==> src/rtl/collision_pkg.sv <==
// Shared types and constants for the monkey/object collision arbiter.
// Holds the arbiter state encoding, hit classification and counter widths.
package collision_pkg;

  localparam int HIT_IDX_W   = 4;
  localparam int MAX_OBJECTS = 1 << HIT_IDX_W;
  localparam int HIT_CNT_W   = 8;
  localparam int CD_CNT_W    = 4;

  typedef enum logic [1:0] {
    ARMED     = 2'd0,
    HIT_TAKEN = 2'd1,
    COOLDOWN  = 2'd2
  } arb_state_t;

  typedef enum logic {
    HIT_NUMBER  = 1'b0,
    HIT_OPERAND = 1'b1
  } hit_type_t;

  // Saturating increment; sticks at all-ones.
  function automatic logic [HIT_CNT_W-1:0] sat_inc(input logic [HIT_CNT_W-1:0] v);
    return (&v) ? v : v + 1'b1;
  endfunction

endpackage

==> src/rtl/hit_priority_encoder.sv <==
// Lowest-index-wins priority encoder: reports whether any request is set and
// the index of the lowest set request.
module hit_priority_encoder
  import collision_pkg::*;
#(
  parameter int WIDTH = 3
)(
  input  logic [WIDTH-1:0]     req,
  output logic                 valid,
  output logic [HIT_IDX_W-1:0] index
);

  // Scan from the top down so the last match (the lowest index) sticks.
  always_comb begin
    valid = 1'b0;
    index = '0;
    for (int i = WIDTH - 1; i >= 0; i--) begin
      if (req[i]) begin
        valid = 1'b1;
        index = HIT_IDX_W'(i);
      end
    end
  end

endmodule

==> src/rtl/collision_arbiter.sv <==
// Turns monkey-vs-object pixel overlaps into single registered hit pulses with a
// frame-based cooldown, and summarises terrain overlaps once per frame.
module collision_arbiter
  import collision_pkg::*;
#(
  parameter int NUMBERS         = 3,
  parameter int OPERANDS        = 2,
  parameter int COOLDOWN_FRAMES = 2
)(
  input  logic                 clk,
  input  logic                 resetN,
  input  logic                 startOfFrame,
  input  logic                 drawing_request_Monkey,
  input  logic [NUMBERS-1:0]   drawing_request_Numbers,
  input  logic [OPERANDS-1:0]  drawing_request_Operands,
  input  logic                 drawing_request_Rope,
  input  logic                 drawing_request_Block,
  input  logic                 drawing_request_Water,
  output logic [NUMBERS-1:0]   SingleHitPulse,
  output logic [OPERANDS-1:0]  operandHit,
  output logic                 hitValid,
  output logic                 hitIsOperand,
  output logic [HIT_IDX_W-1:0] hitIndex,
  output logic                 ropeCollision,
  output logic                 blockCollision,
  output logic                 waterCollision,
  output logic [HIT_CNT_W-1:0] hitCount,
  output logic                 inCooldown
);

  if (NUMBERS < 1 || NUMBERS > MAX_OBJECTS) begin : g_bad_numbers
    $error("collision_arbiter: NUMBERS must be in 1..16");
  end
  if (OPERANDS < 1 || OPERANDS > MAX_OBJECTS) begin : g_bad_operands
    $error("collision_arbiter: OPERANDS must be in 1..16");
  end
  if (COOLDOWN_FRAMES < 0 || COOLDOWN_FRAMES > 15) begin : g_bad_cooldown
    $error("collision_arbiter: COOLDOWN_FRAMES must be in 0..15");
  end

  logic [NUMBERS-1:0]   num_overlap;
  logic [OPERANDS-1:0]  op_overlap;
  logic                 num_valid;
  logic                 op_valid;
  logic [HIT_IDX_W-1:0] num_idx;
  logic [HIT_IDX_W-1:0] op_idx;

  assign num_overlap = drawing_request_Numbers  & {NUMBERS{drawing_request_Monkey}};
  assign op_overlap  = drawing_request_Operands & {OPERANDS{drawing_request_Monkey}};

  hit_priority_encoder #(.WIDTH(NUMBERS)) u_num_enc (
    .req   (num_overlap),
    .valid (num_valid),
    .index (num_idx)
  );

  hit_priority_encoder #(.WIDTH(OPERANDS)) u_op_enc (
    .req   (op_overlap),
    .valid (op_valid),
    .index (op_idx)
  );

  arb_state_t           state_reg;
  arb_state_t           state_next;
  logic [CD_CNT_W-1:0]  cd_cnt_reg;
  logic [CD_CNT_W-1:0]  cd_cnt_next;
  logic                 accept;
  hit_type_t            hit_type;
  logic [HIT_IDX_W-1:0] sel_idx;

  // Numbers always beat operands when both overlap in the same pixel.
  assign accept   = (state_reg == ARMED) && !startOfFrame && (num_valid || op_valid);
  assign hit_type = num_valid ? HIT_NUMBER : HIT_OPERAND;
  assign sel_idx  = num_valid ? num_idx : op_idx;

  always_comb begin
    state_next  = state_reg;
    cd_cnt_next = cd_cnt_reg;
    case (state_reg)
      ARMED: begin
        if (accept) begin
          state_next  = HIT_TAKEN;
          cd_cnt_next = CD_CNT_W'(COOLDOWN_FRAMES);
        end
      end
      HIT_TAKEN: begin
        if (startOfFrame) begin
          state_next = (cd_cnt_reg == '0) ? ARMED : COOLDOWN;
        end
      end
      COOLDOWN: begin
        if (startOfFrame) begin
          if (cd_cnt_reg != '0) begin
            cd_cnt_next = cd_cnt_reg - 1'b1;
          end
          if (cd_cnt_reg <= CD_CNT_W'(1)) begin
            state_next = ARMED;
          end
        end
      end
      default: begin
        state_next  = ARMED;
        cd_cnt_next = '0;
      end
    endcase
  end

  logic [NUMBERS-1:0]  num_pulse_next;
  logic [OPERANDS-1:0] op_pulse_next;

  for (genvar gi = 0; gi < NUMBERS; gi++) begin : g_num_pulse
    assign num_pulse_next[gi] = accept && (hit_type == HIT_NUMBER) &&
                                (num_idx == HIT_IDX_W'(gi));
  end

  for (genvar gi = 0; gi < OPERANDS; gi++) begin : g_op_pulse
    assign op_pulse_next[gi] = accept && (hit_type == HIT_OPERAND) &&
                               (op_idx == HIT_IDX_W'(gi));
  end

  // Terrain bits ordered {rope, block, water}; startOfFrame pixels never count.
  logic [2:0] terr_px;
  logic [2:0] terr_acc_reg;
  logic [2:0] terr_acc_next;
  logic [2:0] terr_sum_reg;
  logic [2:0] terr_sum_next;

  assign terr_px = {drawing_request_Rope, drawing_request_Block, drawing_request_Water} &
                   {3{drawing_request_Monkey && !startOfFrame}};

  always_comb begin
    terr_acc_next = terr_acc_reg | terr_px;
    terr_sum_next = terr_sum_reg;
    if (startOfFrame) begin
      terr_sum_next = terr_acc_reg;
      terr_acc_next = '0;
    end
  end

  logic [NUMBERS-1:0]   num_pulse_reg;
  logic [OPERANDS-1:0]  op_pulse_reg;
  logic                 hit_valid_reg;
  logic                 hit_is_op_reg;
  logic [HIT_IDX_W-1:0] hit_idx_reg;
  logic [HIT_CNT_W-1:0] hit_cnt_reg;
  logic                 in_cd_reg;

  always_ff @(posedge clk or negedge resetN) begin
    if (!resetN) begin
      state_reg     <= ARMED;
      cd_cnt_reg    <= '0;
      terr_acc_reg  <= '0;
      terr_sum_reg  <= '0;
      num_pulse_reg <= '0;
      op_pulse_reg  <= '0;
      hit_valid_reg <= 1'b0;
      hit_is_op_reg <= 1'b0;
      hit_idx_reg   <= '0;
      hit_cnt_reg   <= '0;
      in_cd_reg     <= 1'b0;
    end else begin
      state_reg     <= state_next;
      cd_cnt_reg    <= cd_cnt_next;
      terr_acc_reg  <= terr_acc_next;
      terr_sum_reg  <= terr_sum_next;
      num_pulse_reg <= num_pulse_next;
      op_pulse_reg  <= op_pulse_next;
      hit_valid_reg <= accept;
      hit_is_op_reg <= accept && (hit_type == HIT_OPERAND);
      hit_idx_reg   <= accept ? sel_idx : '0;
      if (accept) begin
        hit_cnt_reg <= sat_inc(hit_cnt_reg);
      end
      in_cd_reg     <= (state_next != ARMED);
    end
  end

  assign SingleHitPulse = num_pulse_reg;
  assign operandHit     = op_pulse_reg;
  assign hitValid       = hit_valid_reg;
  assign hitIsOperand   = hit_is_op_reg;
  assign hitIndex       = hit_idx_reg;
  assign ropeCollision  = terr_sum_reg[2];
  assign blockCollision = terr_sum_reg[1];
  assign waterCollision = terr_sum_reg[0];
  assign hitCount       = hit_cnt_reg;
  assign inCooldown     = in_cd_reg;

endmodule

==> config.mk <==
export PLATFORM = sky130hd
export DESIGN_NAME = collision_arbiter
export DESIGN_NICKNAME = d
export VERILOG_FILES = /design/src/rtl/collision_pkg.sv /design/src/rtl/hit_priority_encoder.sv /design/src/rtl/collision_arbiter.sv
export SDC_FILE = /design/constraint.sdc
export NUM_CORES = 1
export LEC_CHECK = 0
export BUFFER_PORTS_ARGS = -buffer_cell sky130_fd_sc_hd__buf_2
export CAP_MARGIN = 10
export CORE_MARGIN = 10
export CORE_UTILIZATION = 45
export DETAILED_ROUTE_END_ITERATION = 8
export GPL_TIMING_DRIVEN = 1
export HOLD_SLACK_MARGIN = 0.05
export PLACE_DENSITY = 0.72
export SLEW_MARGIN = 20
export SYNTH_ARGS = -nofsm -noshare
export SYNTH_HDL_FRONTEND = slang
export SYNTH_SLANG_ARGS = --single-unit
export TNS_END_PERCENT = 100
==> constraint.sdc <==
create_clock -name clk -period 2.1 [get_ports clk]
set_clock_uncertainty 0.15 [all_clocks]
set_input_delay 0.42 -clock clk [delete_from_list [all_inputs] [get_ports clk]]
set_output_delay 0.42 -clock clk [all_outputs]
set_load 0.01 [all_outputs]
==> metrics.md <==
| Metric | Value |
|---|---|
| Largest net degree at the start of global routing | 31 |
| Die width | 76.0 µm |
| Post-synth EDFFs | 0 |
| Clock transition at path regs | 0.09 ns |
| CP cell instances | buf_4 -> or3_2 -> nor2_1 -> nor3_2 -> a221o_1 |
| Reg-to-Reg Start | state_reg[0]$_DFF_PN0_ |
| Top delay family on crit path | simple AND/OR/NAND/NOR gates |
| Slowest-stage cell, CP | or3_2 |
| DR vias/cell | roughly 4.9 |
| Vias | 1063 |
| Internal Pwr Total | 1.36 mW |
| Die area | ~5800 µm² |
| Slew @ Worst Pin | 0.660 ns |
| H-tree level count | 2 |
| Reg2Reg Depth | 5 |
| CP max stage delay | about 0.5 ns |
| N_diodes | 0 |
| Hold path cells | 2 |
| CTS tree | done |
| HP Class | in -> reg |
| Relative slew slack | 56.0% |
| Ratio of cells with drive above 1 in the final layout | a little over two fifths |
| DRT iter0 DRCs | 69 |
| Post-synth ARST share | 100% |
| Crit end category | flop |
| Footprint of the multi-input gates | 639 µm² |
| Total of max-cap violations | 0 |
| Startpoint Class | flop |
| Final Hold Fails | 0 |
| Leakage | 0.917 nW |
| GP Congestion | 0.839 |
| WL/cell | about 14 µm |
| Clock power frac | ~23% |
| Sequential Area | 751 µm² |
| Remaining Overflow, GRT | 0 |
| Nets | 190 |
| Syn avg cell area | 11.5 µm² |
| Hold Startpoint | drawing_request_Numbers[0] |
| Total CTS buffers | 5 |
| PwrDens | 1120 nW/µm² |
| Max reg flops | 8 |
| Sequential Power Share | between 40% and 50% |
| Crit Path Category | reg -> reg |
| Drt total wl | 3010 µm |
| Tot GR Track Use | 10.7% |
| FILL cells | 262 |
| Clock period minus worst slack | 2.04 ns |
| Setup Buffers After CTS | 0 |
| Total Neg Setup Slack | 0 ns |
| Peak supply drop | 0.000791 V |
| Area Growth Syn to Fin | 28.5% |
| Vias in the first global route | 1140 |
| Worst Setup SP | state_reg[0]$_DFF_PN0_ |
| Sequential share of the synthesized area | between 50% and 60% |
| Final WS setup | 0.0611 ns |
| Reg2Reg Setup Slack | 0.06 ns |
| Fmax | ~490 MHz |
| DP Worst Slack | -0.0383 ns |
| Fin crit share | 97.1% |
| Post-DRT Antenna Nets | 0 |
| Number of I/O pins | 35 |
| Req. time, crit path | 2.15 ns |
| Core box area | 3030 µm² |
| Global-route wire length before repair | 5250 µm |
| Total chip power | 2.03 mW |
| CP max FO | 7 |
| # rows | 20 |
| Post-Syn Area | 1410 µm² |
| Max-slew violation count | 0 |
| Die Span Y | 76.0 µm |
| Distinct cells, synth | 41 |
| Clock buffer depth | 2 |
| Post-DP HPWL | 2310 µm |
| Initial Utilization | 46.6% |
| Critical path depth in cells | 5 |
| Yosys warns | 0 |
| Status | finished clean |
| Ys flop type | dfrtp_1 |
| Clk sinks | 30 |
| Root Driver | clkbuf_4 |
| Setup violators final | 0 |
| Post-synthesis cell count | 123 |
| Crit path buf inv count | 1 |
| CP arrival | roughly 2.1 ns |
| Net Sw Power | 669 µW |
| Drt pass-1 iters | 4 |
| Seq cells post-synth | 30 |
| Sw Share | 33.0% |
| Logic pwr share | around 36% |
| DR DRC count | 0 |
| IO Port Bufs | 32 |
| Clock latency on the worst-skew pair | ~0.32 ns |
| Initial antenna violation count | 0 |
## logic make-up (layout without fill, tap and decap cells)
kind of cell,after synthesis,in the layout,share of synthesized area (%)
compound gates,14,14,7.27
xor+xnor,4,4,2.48
fa+ha+maj,4,4,3.55
buf+inv,7,57,2.48
flops,30,30,53.2
mux,8,8,7.18
other cells,1,2,0.266
simple gates,55,55,23.6
## per-layer routing
| metal | routed length (µm) | GRT usage, % | up-vias |
|---|---|---|---|
| met5 | 0 | 0 | - |
| met4 | 29 | 3.41 | 0 |
| met3 | 176 | 4.48 | 5 |
| met2 | 1510 | 17.4 | 21 |
| met1 | 1290 | 12.4 | 512 |
| li1 | - | - | 525 |
## cells in the final DEF, fill, tap and decap left out, types with 2 or more instances in the layout
cell and instances:
buf_2 32, dfrtp_1 30, buf_4 14, nor2_1 13, a21oi_1 6, nand2_1 5
mux2_2 5, clkbuf_4 5, nor4b_1 4, nand3_1 4, xnor2_1 4, ha_1 4
inv_1 3, nor3b_1 3, and2_1 3, or2_2 3, mux2_4 3, nand3b_1 2
o21a_1 2, nand4_1 2, conb_1 2
## cell usage after synthesis (2+ instances only)
cell type  number  area [µm²]
nand2_1         5        18.8
nand3_1         4        20.0
nor2_1         13        48.8
nor4b_1         4        35.0
o21a_1          2        15.0
nor3_1          2        10.0
dfrtp_1        30         751
and2_1          3        18.8
mux2_4          3        45.0
xnor2_1         4        35.0
nor3b_1         4        30.0
nand4_1         2        12.5
inv_1           3        11.3
a21oi_1         6        30.0
nand3b_1        2        15.0
buf_4           2        15.0
or2_2           3        18.8
ha_1            4        50.1
mux2_2          5        56.3
## worst paths after layout
| path | end |
|---|---|
| worst min-delay path | SingleHitPulse[2]$_DFF_PN0_ |
| max in group asynchronous | cd_cnt_reg[1]$_DFFE_PN0P_ |
| worst min register to register | terr_acc_reg[0]$_DFF_PN0_ |
| min in group asynchronous | hitCount[7]$_DFFE_PN0P_ |
| worst max-delay path | cd_cnt_reg[2]$_DFFE_PN0P_ |
| worst max register to register | cd_cnt_reg[2]$_DFFE_PN0P_ |
## power groups by stage
stage | clock network (mW) | registers (mW) | logic [mW]
final | 0.463 | 0.846 | 0.720
after global routing | 0.504 | 0.875 | 0.807
after CTS | 0.471 | 0.842 | 0.719
after detailed placement | 0 | 0.854 | 0.709
after global placement | 0 | 0.845 | 0.679
after floorplan | 0 | 0.883 | 0.402
## through the flow
stage | hold WS (ns) | cell area [µm²] | util (%) | std cells
4_1_cts | 0.155 | 1800 | 59.5 | 218
5_1_grt | 0.162 | 1810 | 59.9 | 218
2_1_floorplan | -0.0256 | 1420 | - | 124
3_5_place_dp | 0.338 | 1710 | 56.5 | 210
3_3_place_gp | 0.321 | 1710 | 56.5 | 210
6_report | 0.163 | 1810 | 59.9 | 218
## repair_timing
action	in CTS	in global routing
hold buffers	1	0
endpoints found under the setup margin	0	4
gates resized for setup	0	3
hold endpoints to repair	30	0
## worst register-to-register path, stage by stage (launching register included)
cell and delay (ns):
dfrtp_1 0.40, buf_4 0.16, or3_2 0.51, nor2_1 0.23
nor3_2 0.11, a221o_1 0.36
## area by class of cell
type                    instances  area share [%]
flip-flops and latches         30            41.4
clock buffers                   6            2.83
multi-input cells              87            35.3
well taps                      44            3.04
clock inverters                 1            1.66
repair buffers                 47            15.2
inverters                       3           0.621
(Power assumes the default switching activity.)
